==> config.mk <==
export PLATFORM = sky130hd
export DESIGN_NAME = pipe_stage_reg
export DESIGN_NICKNAME = d
export VERILOG_FILES = /design/src/rtl/pipe_pkg.sv /design/src/rtl/pipe_skid_buf.sv /design/src/rtl/pipe_stage_reg.sv
export SDC_FILE = /design/constraint.sdc
export NUM_CORES = 1
export LEC_CHECK = 0
export CAP_MARGIN = 10
export CORE_MARGIN = 1.5
export CORE_UTILIZATION = 30
export CTS_CLUSTER_SIZE = 20
export DETAILED_ROUTE_END_ITERATION = 10
export DONT_BUFFER_PORTS = 1
export GPL_TIMING_DRIVEN = 0
export PLACE_DENSITY_LB_ADDON = 0.3
export RECOVER_POWER = 25
export REMOVE_ABC_BUFFERS = 1
export SETUP_SLACK_MARGIN = 0.1
export SLEW_MARGIN = 20
export SYNTH_ARGS = -nofsm -noshare
export SYNTH_HDL_FRONTEND = slang
export SYNTH_HIERARCHICAL = 1
export SYNTH_SLANG_ARGS = --single-unit
==> constraint.sdc <==
create_clock -name clk -period 2.35 [get_ports clk]
set_clock_uncertainty 0.1 [all_clocks]
set_input_delay 0.3525 -clock clk [delete_from_list [all_inputs] [get_ports clk]]
set_output_delay 0.3525 -clock clk [all_outputs]
set_load 0.005 [all_outputs]
==> src/rtl/pipe_pkg.sv <==
// Shared definitions for the pipeline stage register: default field widths,
// the packed control-vector / datapath layouts with bit offsets, and a flush helper.
package pipe_pkg;

  localparam int unsigned CTRL_W_DEF = 35;
  localparam int unsigned DATA_W_DEF = 39;

  // Control vector, MSB first (pc_ld at bit 34 down to rst_ctl at bit 0).
  typedef struct packed {
    logic        pc_ld;
    logic        ir_ld;
    logic        dx_ld;
    logic        dy_ld;
    logic        wb_en;
    logic [3:0]  alu_op;
    logic        mem_rd;
    logic        mem_wr;
    logic [1:0]  imm_sel;
    logic [20:0] misc;
    logic        rst_ctl;
  } ctrl_vec_t;

  localparam int unsigned PC_LD_OFS   = 34;
  localparam int unsigned IR_LD_OFS   = 33;
  localparam int unsigned DX_LD_OFS   = 32;
  localparam int unsigned DY_LD_OFS   = 31;
  localparam int unsigned WB_EN_OFS   = 30;
  localparam int unsigned ALU_OP_OFS  = 26;
  localparam int unsigned MEM_RD_OFS  = 25;
  localparam int unsigned MEM_WR_OFS  = 24;
  localparam int unsigned IMM_SEL_OFS = 22;
  localparam int unsigned MISC_OFS    = 1;
  localparam int unsigned RST_CTL_OFS = 0;

  // Datapath payload, MSB first.
  typedef struct packed {
    logic [7:0] ir;
    logic [7:0] dx;
    logic [7:0] dy;
    logic [4:0] wb_addr;
    logic [9:0] pc;
  } data_vec_t;

  localparam int unsigned IR_OFS      = 31;
  localparam int unsigned DX_OFS      = 23;
  localparam int unsigned DY_OFS      = 15;
  localparam int unsigned WB_ADDR_OFS = 10;
  localparam int unsigned PC_OFS      = 0;

  // Both a flush and an interrupt squash the stage.
  function automatic logic flush_req(input logic nop_i, input logic irq_i);
    return nop_i | irq_i;
  endfunction

endpackage

==> src/rtl/pipe_skid_buf.sv <==
// Single parking slot that, together with the output register, forms the two-entry
// skid buffer of pipe_stage_reg. Only instantiated when PIPE_SKID_EN is defined.
module pipe_skid_buf #(
  parameter int unsigned CtrlW = 35,
  parameter int unsigned DataW = 39
) (
  input  logic             clk_i,
  input  logic             rst_ni,
  input  logic             flush_i,
  input  logic             load_i,
  input  logic             pop_i,
  input  logic [CtrlW-1:0] ctrl_i,
  input  logic [DataW-1:0] data_i,
  output logic             valid_o,
  output logic [CtrlW-1:0] ctrl_o,
  output logic [DataW-1:0] data_o
);

  logic             valid_q;
  logic [CtrlW-1:0] ctrl_q;
  logic [DataW-1:0] data_q;

  // Park on stall, release on drain; flush empties the slot.
  always_ff @(posedge clk_i) begin
    if (!rst_ni) begin
      valid_q <= 1'b0;
      ctrl_q  <= '0;
      data_q  <= '0;
    end else if (flush_i) begin
      valid_q <= 1'b0;
    end else if (load_i) begin
      valid_q <= 1'b1;
      ctrl_q  <= ctrl_i;
      data_q  <= data_i;
    end else if (pop_i) begin
      valid_q <= 1'b0;
    end
  end

  assign valid_o = valid_q;
  assign ctrl_o  = ctrl_q;
  assign data_o  = data_q;

endmodule

==> src/rtl/pipe_stage_reg.sv <==
// Pipeline stage register with valid/ready handshake, flush (nop), interrupt flush
// with one-cycle acknowledge, and a saturating bubble counter.
// Build option: define PIPE_SKID_EN for a two-entry skid buffer with registered
// in_ready; otherwise a single entry with combinational in_ready.
module pipe_stage_reg import pipe_pkg::*; #(
  parameter int unsigned CTRL_W = CTRL_W_DEF,
  parameter int unsigned DATA_W = DATA_W_DEF,
  parameter int unsigned CNT_W  = 16
) (
  input  logic              clk,
  input  logic              rst,
  input  logic              in_valid,
  output logic              in_ready,
  input  logic [CTRL_W-1:0] in_ctrl,
  input  logic [DATA_W-1:0] in_data,
  input  logic              nop,
  input  logic              interupt,
  output logic              out_valid,
  input  logic              out_ready,
  output logic [CTRL_W-1:0] out_ctrl,
  output logic [DATA_W-1:0] out_data,
  output logic              int_ack,
  output logic [CNT_W-1:0]  bubble_cnt
);

  logic              out_valid_q, out_valid_d;
  logic [CTRL_W-1:0] ctrl_q, ctrl_d;
  logic [DATA_W-1:0] data_q, data_d;
  logic              int_ack_q;
  logic [CNT_W-1:0]  bubble_q;
  logic              flush;
  logic              in_fire;

  assign flush = flush_req(nop, interupt);

`ifdef PIPE_SKID_EN
  logic              in_ready_q;
  logic              out_free;
  logic              skid_valid, skid_valid_nxt;
  logic              skid_load, skid_pop;
  logic [CTRL_W-1:0] skid_ctrl;
  logic [DATA_W-1:0] skid_data;

  assign in_ready  = in_ready_q;
  assign in_fire   = in_valid && in_ready_q;
  assign out_free  = !out_valid_q || out_ready;
  assign skid_load = !flush && !out_free && in_fire;
  assign skid_pop  = !flush && out_free && skid_valid;

  pipe_skid_buf #(
    .CtrlW (CTRL_W),
    .DataW (DATA_W)
  ) u_skid (
    .clk_i   (clk),
    .rst_ni  (rst),
    .flush_i (flush),
    .load_i  (skid_load),
    .pop_i   (skid_pop),
    .ctrl_i  (in_ctrl),
    .data_i  (in_data),
    .valid_o (skid_valid),
    .ctrl_o  (skid_ctrl),
    .data_o  (skid_data)
  );

  // Next output: a parked beat always drains ahead of new input.
  always_comb begin
    out_valid_d    = out_valid_q;
    ctrl_d         = ctrl_q;
    data_d         = data_q;
    skid_valid_nxt = skid_valid;
    if (flush) begin
      out_valid_d    = 1'b0;
      skid_valid_nxt = 1'b0;
    end else if (out_free) begin
      if (skid_valid) begin
        out_valid_d    = 1'b1;
        ctrl_d         = skid_ctrl;
        data_d         = skid_data;
        skid_valid_nxt = 1'b0;
      end else if (in_fire) begin
        out_valid_d = 1'b1;
        ctrl_d      = in_ctrl;
        data_d      = in_data;
      end else begin
        out_valid_d = 1'b0;
      end
    end else if (in_fire) begin
      skid_valid_nxt = 1'b1;
    end
  end

  // Registered ready: accept only while the parking slot will be empty.
  always_ff @(posedge clk) begin
    if (!rst) begin
      in_ready_q <= 1'b1;
    end else begin
      in_ready_q <= !skid_valid_nxt;
    end
  end
`else
  assign in_ready = !out_valid_q || out_ready;
  assign in_fire  = in_valid && in_ready;

  // Next output: flush wins, then accept (replaces a draining beat), then drain.
  always_comb begin
    out_valid_d = out_valid_q;
    ctrl_d      = ctrl_q;
    data_d      = data_q;
    if (flush) begin
      out_valid_d = 1'b0;
    end else if (in_fire) begin
      out_valid_d = 1'b1;
      ctrl_d      = in_ctrl;
      data_d      = in_data;
    end else if (out_ready) begin
      out_valid_d = 1'b0;
    end
  end
`endif

  // Output register; reset overrides flush and any transfer.
  always_ff @(posedge clk) begin
    if (!rst) begin
      out_valid_q <= 1'b0;
      ctrl_q      <= '0;
      data_q      <= '0;
    end else begin
      out_valid_q <= out_valid_d;
      ctrl_q      <= ctrl_d;
      data_q      <= data_d;
    end
  end

  // Interrupt acknowledge follows the request level by one cycle; bubble count saturates.
  always_ff @(posedge clk) begin
    if (!rst) begin
      int_ack_q <= 1'b0;
      bubble_q  <= '0;
    end else begin
      int_ack_q <= interupt;
      if (!out_valid_q && (bubble_q != {CNT_W{1'b1}})) begin
        bubble_q <= bubble_q + 1'b1;
      end
    end
  end

  assign out_valid  = out_valid_q;
  assign out_ctrl   = out_valid_q ? ctrl_q : '0;
  assign out_data   = data_q;
  assign int_ack    = int_ack_q;
  assign bubble_cnt = bubble_q;

endmodule
== Yosys cells after proc, flatten, opt, wreduce, memory -nomap -nowiden ==
Index checks and enable logic that the tools add are counted.

* Input bits: 80
* Register bits: 92

* $add $sub $neg: 1
* Bitwise logic cells: 3
* Reduce and logical (&&, ||, !) cells: 7
* Equal/unequal tests: 1
* Multiplexer cells: 3

{| class="wikitable"
|+ Operators with widths
! cell !! count
|-
| 2-to-1 mux 35 bit || 1
|-
| adder 16 x 1 -> 16 bit, second input constant || 1
|-
| inequality test 16 bit, second input constant || 1
|-
| logical AND 1 bit || 2
|-
| 2-to-1 mux 1 bit || 2
|-
| inverter 1 bit || 2
|-
| AND reduction 2 bit || 1
|-
| nonzero test 2 bit || 1
|-
| OR reduction 2 bit || 1
|-
| zero test 1 bit || 1
|-
| logical OR 1 bit || 1
|-
| OR 1 bit || 1
|}

== Longest topological paths before layout ==
* Word-level depth: 4
* Mapped depth: 6
* Gate-level depth less buffers: 5

== Least setup slack after synthesis ==
OpenSTA, ideal clock, no wires.

* Path type: register to register
* From: register bubble_q[0] (netlist: bubble_cnt[0])
* To: register bubble_q[14] (netlist: bubble_cnt[14])
* Slack: 0.772 ns
* Arrival time: 1.359 ns
* Stages on the path, launching flop included: 6
* Path through: dfxtp_1 ha_1 nand4b_1 a2111oi_2 nand4_1 mux2i_1

* Word-level cells in the longest chain between the ends: 2
* Elaborated cells on any way between the ends: 3
* Those cells by class: add/sub: 1; eq/ne: 1; reduce/logical: 1

{| class="wikitable"
|+ Ends and longest elaborated chain
! item !! RTL line !! source
|-
| start, declared || pipe_stage_reg.sv:30 || <nowiki>logic [CNT_W-1:0] bubble_q;</nowiki>
|-
| start signal, assigned || pipe_stage_reg.sv:143 || <nowiki>bubble_q <= bubble_q + 1'b1;</nowiki>
|-
| parallel branches: the longest is 2 deep, another holds adder 16 x 1 -> 16 bit || - ||
|}

Parallel ways; which one is timed is not known.
A chain may end at the register's enable or synchronous reset.

== Worst setup path in the final report ==
* From: register out_valid_q (netlist: out_valid)
* To: register data_q[3] (netlist: out_data[3])

* Word-level cells in the longest chain between the ends: 4

{| class="wikitable"
|+ Ends and longest elaborated chain
! item !! RTL line !! source
|-
| start, declared || pipe_stage_reg.sv:26 || <nowiki>logic out_valid_q, out_valid_d;</nowiki>
|-
| start signal, assigned || pipe_stage_reg.sv:129 || <nowiki>out_valid_q <= out_valid_d;</nowiki>
|-
| zero test 1 bit || pipe_stage_reg.sv:102 || <nowiki>assign in_ready = !out_valid_q || out_ready;</nowiki>
|-
| logical OR 1 bit || pipe_stage_reg.sv:102 ||
|-
| net in_ready || pipe_stage_reg.sv:13 || <nowiki>output logic in_ready,</nowiki>
|-
| logical AND 1 bit || pipe_stage_reg.sv:103 || <nowiki>assign in_fire = in_valid && in_ready;</nowiki>
|-
| AND reduction 2 bit (no source line) || - ||
|-
| end signal, assigned || pipe_stage_reg.sv:131 || <nowiki>data_q <= data_d;</nowiki>
|-
| end, declared || pipe_stage_reg.sv:28 || <nowiki>logic [DATA_W-1:0] data_q, data_d;</nowiki>
|}

The timed path passes the listed nets, and every way through them passes these cells.

==> impl_results.md <==
* Outcome: complete, no violations
* P per Cell Area at 775 mW/mm^2
* Number of distinct library cells after synthesis at 39
* RR Endpoint: out_data[3]$_SDFFE_PN0P_
* DR vias at 3072
* Met2 usage at 0.230
* CP Capture Type: register
* Number of remaining DRC errors at 0
* RSZ-0062 raised after global routing: no
* # setup viols final at 0
* Slew Viols, Final at 0
* CTS Sinks at 92
* Final net count at 537
* CP peak stage delay at between 0.6 and 0.7 ns
* Sw frac at 0.234
* Fill count at 1281
* Multi-input gate area at 0.00177 mm^2
* Comb pwr share at 0.042
* Final core utilization at 0.347
* Clock Power Share at 0.449
* Count leader, synth: nand2_1
* Layout Cells excl Fill at 628
* H-tree Lvls at 3
* Largest family of logic cells by synthesized area: simple AND/OR/NAND/NOR gates
* Slew @ Worst Pin at approximately 0.88 ns
* Die height at between 100 and 150 um
* Clock tree from TritonCTS: yes
* Post-Synth Simple-Gate Area at 0.309
* Async SR Flop Fraction at 0
* Initial DRT Pass Iterations at 4
* Largest net degree at the start of global routing at 87
* WL/cell at ~15 um
* Area fraction of the dominant cell type after synthesis at 0.492
* Area leader, netlist: dfxtp_1
* Area post-placement at ~0.0039 mm^2
* Minimum clock period at roughly 1.9 ns
* Final wirelength at about 9300 um
* Root buf cell: clkbuf_16
* Fin area at around 0.0042 mm^2
* Row Count at 40
* Net Switching at about 760 uW
* Port Buffers at 0
* Mux share of post-synthesis cell area at 0.0107
* Clock latency on the worst-skew pair at between 0.3 and 0.4 ns
* Hpwl dp at 6480 um
* Register bit total from synthesis at 92
* Slowest CP cell: dfxtp_4
* Routed Antenna Nets at 0
* Hold endpoint: out_valid$_SDFFE_PP0P_
* GRT Util Overall at 0.143
* Starting DRT DRC Count at 162
* CP cell instances: nand2b_1 -> nand3_4 -> buf_12 -> nand2_1 -> a21oi_1
* Clk buf depth at 2
* Ratio of cells with drive above 1 in the final layout at 0.0630
* Complex-gate fraction of the synthesized area at 0.138
* R2R depth at 5
* First-pass GRT wire length at ~14000 um
* Crit path DAT at between 2 and 2.5 ns
* WS Path Type: register to register
* Final Hold Violating Endpoints at 0
* Internal reg-to-reg setup slack at ~0.44 ns
* Avg Cell Area, Syn at 7.91 um^2
* Placed Cells at 613
* # diodes at 0
* Synth cell count leaders: 162 x nand2_1, 92 x dfxtp_1, 81 x a21oi_1
* Post-Syn Instances at approximately 470
* Mapped Area at 0.00374 mm^2
* Synth Flop Type: dfxtp_1
* Met1 Usage GRT at 0.158
* I/O pins at between 150 and 200
* Antenna violations before repair at 0
* Vias per cell at a little under 5
* Worst Hold Depth at 2
* Core area at 0.0121 mm^2
* CP Data Required Time at around 2.5 ns
* Slew margin rel. at 0.416
* Placer Congestion at 0.752
* Global routing's busiest layer: met2
* Reg area at roughly 0.0018 mm^2
* Met3 GRT Util at 0.0688
* XOR/XNOR Fraction of Synth Area at 0.00703
* Flop pwr share at 0.509
* LEAKAGE at 0.00140 uW
* Die area at roughly 0.013 mm^2
* RR Startpoint: out_valid$_SDFFE_PP0P_
* Number of synthesized flops with an enable pin at 0
* Worst vdd ir at 0.361 mV
* Vias in the first global route at around 2900
* Initial Util at 0.310
* Final Cycle Share at 0.813
* Worst Path Max Fanout at 51
* Total CTS buffers at 9
* Post-synthesis sequential area ratio at 0.492
* Grt ovf at 0
* CTS clk-pin slew, worst paths at ~0.070 ns
* FMAX at around 520 MHz
* Max-Cap Viols at 0
* Setup crit start kind: register
* Worst hold start: rst
* Die width at ~110 um
* Synth warn at 6
* P&R area growth vs syn at 11.8%
* Synth area leaders: dfxtp_1 49%, nand2_1 16%, a21oi_1 11%
* Hold Crit Class: primary input to register
* Cell Int Power at 2480 uW
* Post-synthesis adder-cell area fraction at 0.00335
[timing repair]
action                     in CTS  in global routing
hold buffers                    0                  0
setup buffers                   0                  0
gates resized for setup         1                  0
setup endpoints to repair       1                  0
[power by group through the flow]
stage                     clock, uW  combinational (uW)  sequential (uW)
after floorplan                   0                 102             1670
after global placement            0                 130             1680
after detailed placement          0                 140             1680
after CTS                      1500                 140             1650
after global routing           1560                 159             1650
final                          1450                 137             1650
[worst max-delay path by stage]
stage / startpoint / endpoint / slack [ns] / depth (start not counted)
after CTS: out_valid$_SDFFE_PP0P_ / out_data[3]$_SDFFE_PN0P_ / 0.39 / 5
final: out_valid$_SDFFE_PP0P_ / out_data[3]$_SDFFE_PN0P_ / 0.44 / 5
after detailed placement: out_valid$_SDFFE_PP0P_ / out_data[3]$_SDFFE_PN0P_ / 0.11 / 5
after global routing: out_valid$_SDFFE_PP0P_ / out_data[21]$_SDFFE_PN0P_ / 0.24 / 5
after floorplan: out_valid$_SDFFE_PP0P_ / ctrl_q[0]$_SDFFE_PN0P_ / -0.44 / 4
after global placement: out_valid$_SDFFE_PP0P_ / ctrl_q[29]$_SDFFE_PN0P_ / -1.83 / 4
[stage by stage]
stage	worst slack (ns)	TNS, ns	hold slack, ns	power [uW]
floorplan	-0.439	-32.45	0.332	1770
global placement	-1.83	-133.63	0.337	1810
detailed placement	0.107	0	0.342	1820
CTS	0.386	0	0.00226	3290
global route	0.237	0	0.0131	3370
finish	0.439	0	0.0178	3240
[area by class of cell]
class / count / area share
inverters: 4 / 0.00419
flip-flops and latches: 92 / 0.441
clock buffers: 9 / 0.0539
well taps: 168 / 0.0503
repair buffers: 2 / 0.00958
multi-input cells: 347 / 0.424
clock inverters: 6 / 0.0171
[logic make-up after synthesis]
kind of cell             after synthesis
XOR/XNOR                               3
flip-flops                            92
adder cells (fa/ha/maj)                1
multiplexers                           4
AND/OR/NAND/NOR                      243
AO/OA/AOI/OAI                         96
buffers and inverters                 34
[registers in the layout, summed over array words and instances, names as in the netlist]
name	cells
bubble_cnt	16
out_valid	1
ctrl_q	35
out_data	39
int_ack	1
[layout by cell type (no fill, tap or decap), types with 3 or more instances in the layout]
cell type / Yosys / final
nor2_1: 9 / 9
dfxtp_1: 92 / 91
and4_1: 3 / 3
nand3_1: 6 / 5
nand2b_1: 3 / 3
a31oi_1: 3 / 3
and2_1: 37 / 37
mux2i_1: 4 / 4
or3_1: 4 / 4
o31ai_1: 3 / 3
a21oi_1: 81 / 81
nand2_1: 162 / 162
clkbuf_16: 0 / 9
o21ai_0: 4 / 4
inv_1: 3 / 3
[per-layer routing]
metal  vias up  part of all wire
met3        11              0.11
met5         -                 0
met4         0             0.019
met1      1413              0.40
met2       119              0.47
li1       1529                 -
[worst max-delay path: cells and delay by family (launching register included)]
| kind | cells | cell delay [ns] |
|---|---|---|
| AND/OR/NAND/NOR | 3 | 0.66 |
| flip-flops | 1 | 0.61 |
| buffers and inverters | 1 | 0.27 |
| AO/OA/AOI/OAI | 1 | 0.16 |
No activity file was read; power rests on OpenSTA's default activity.
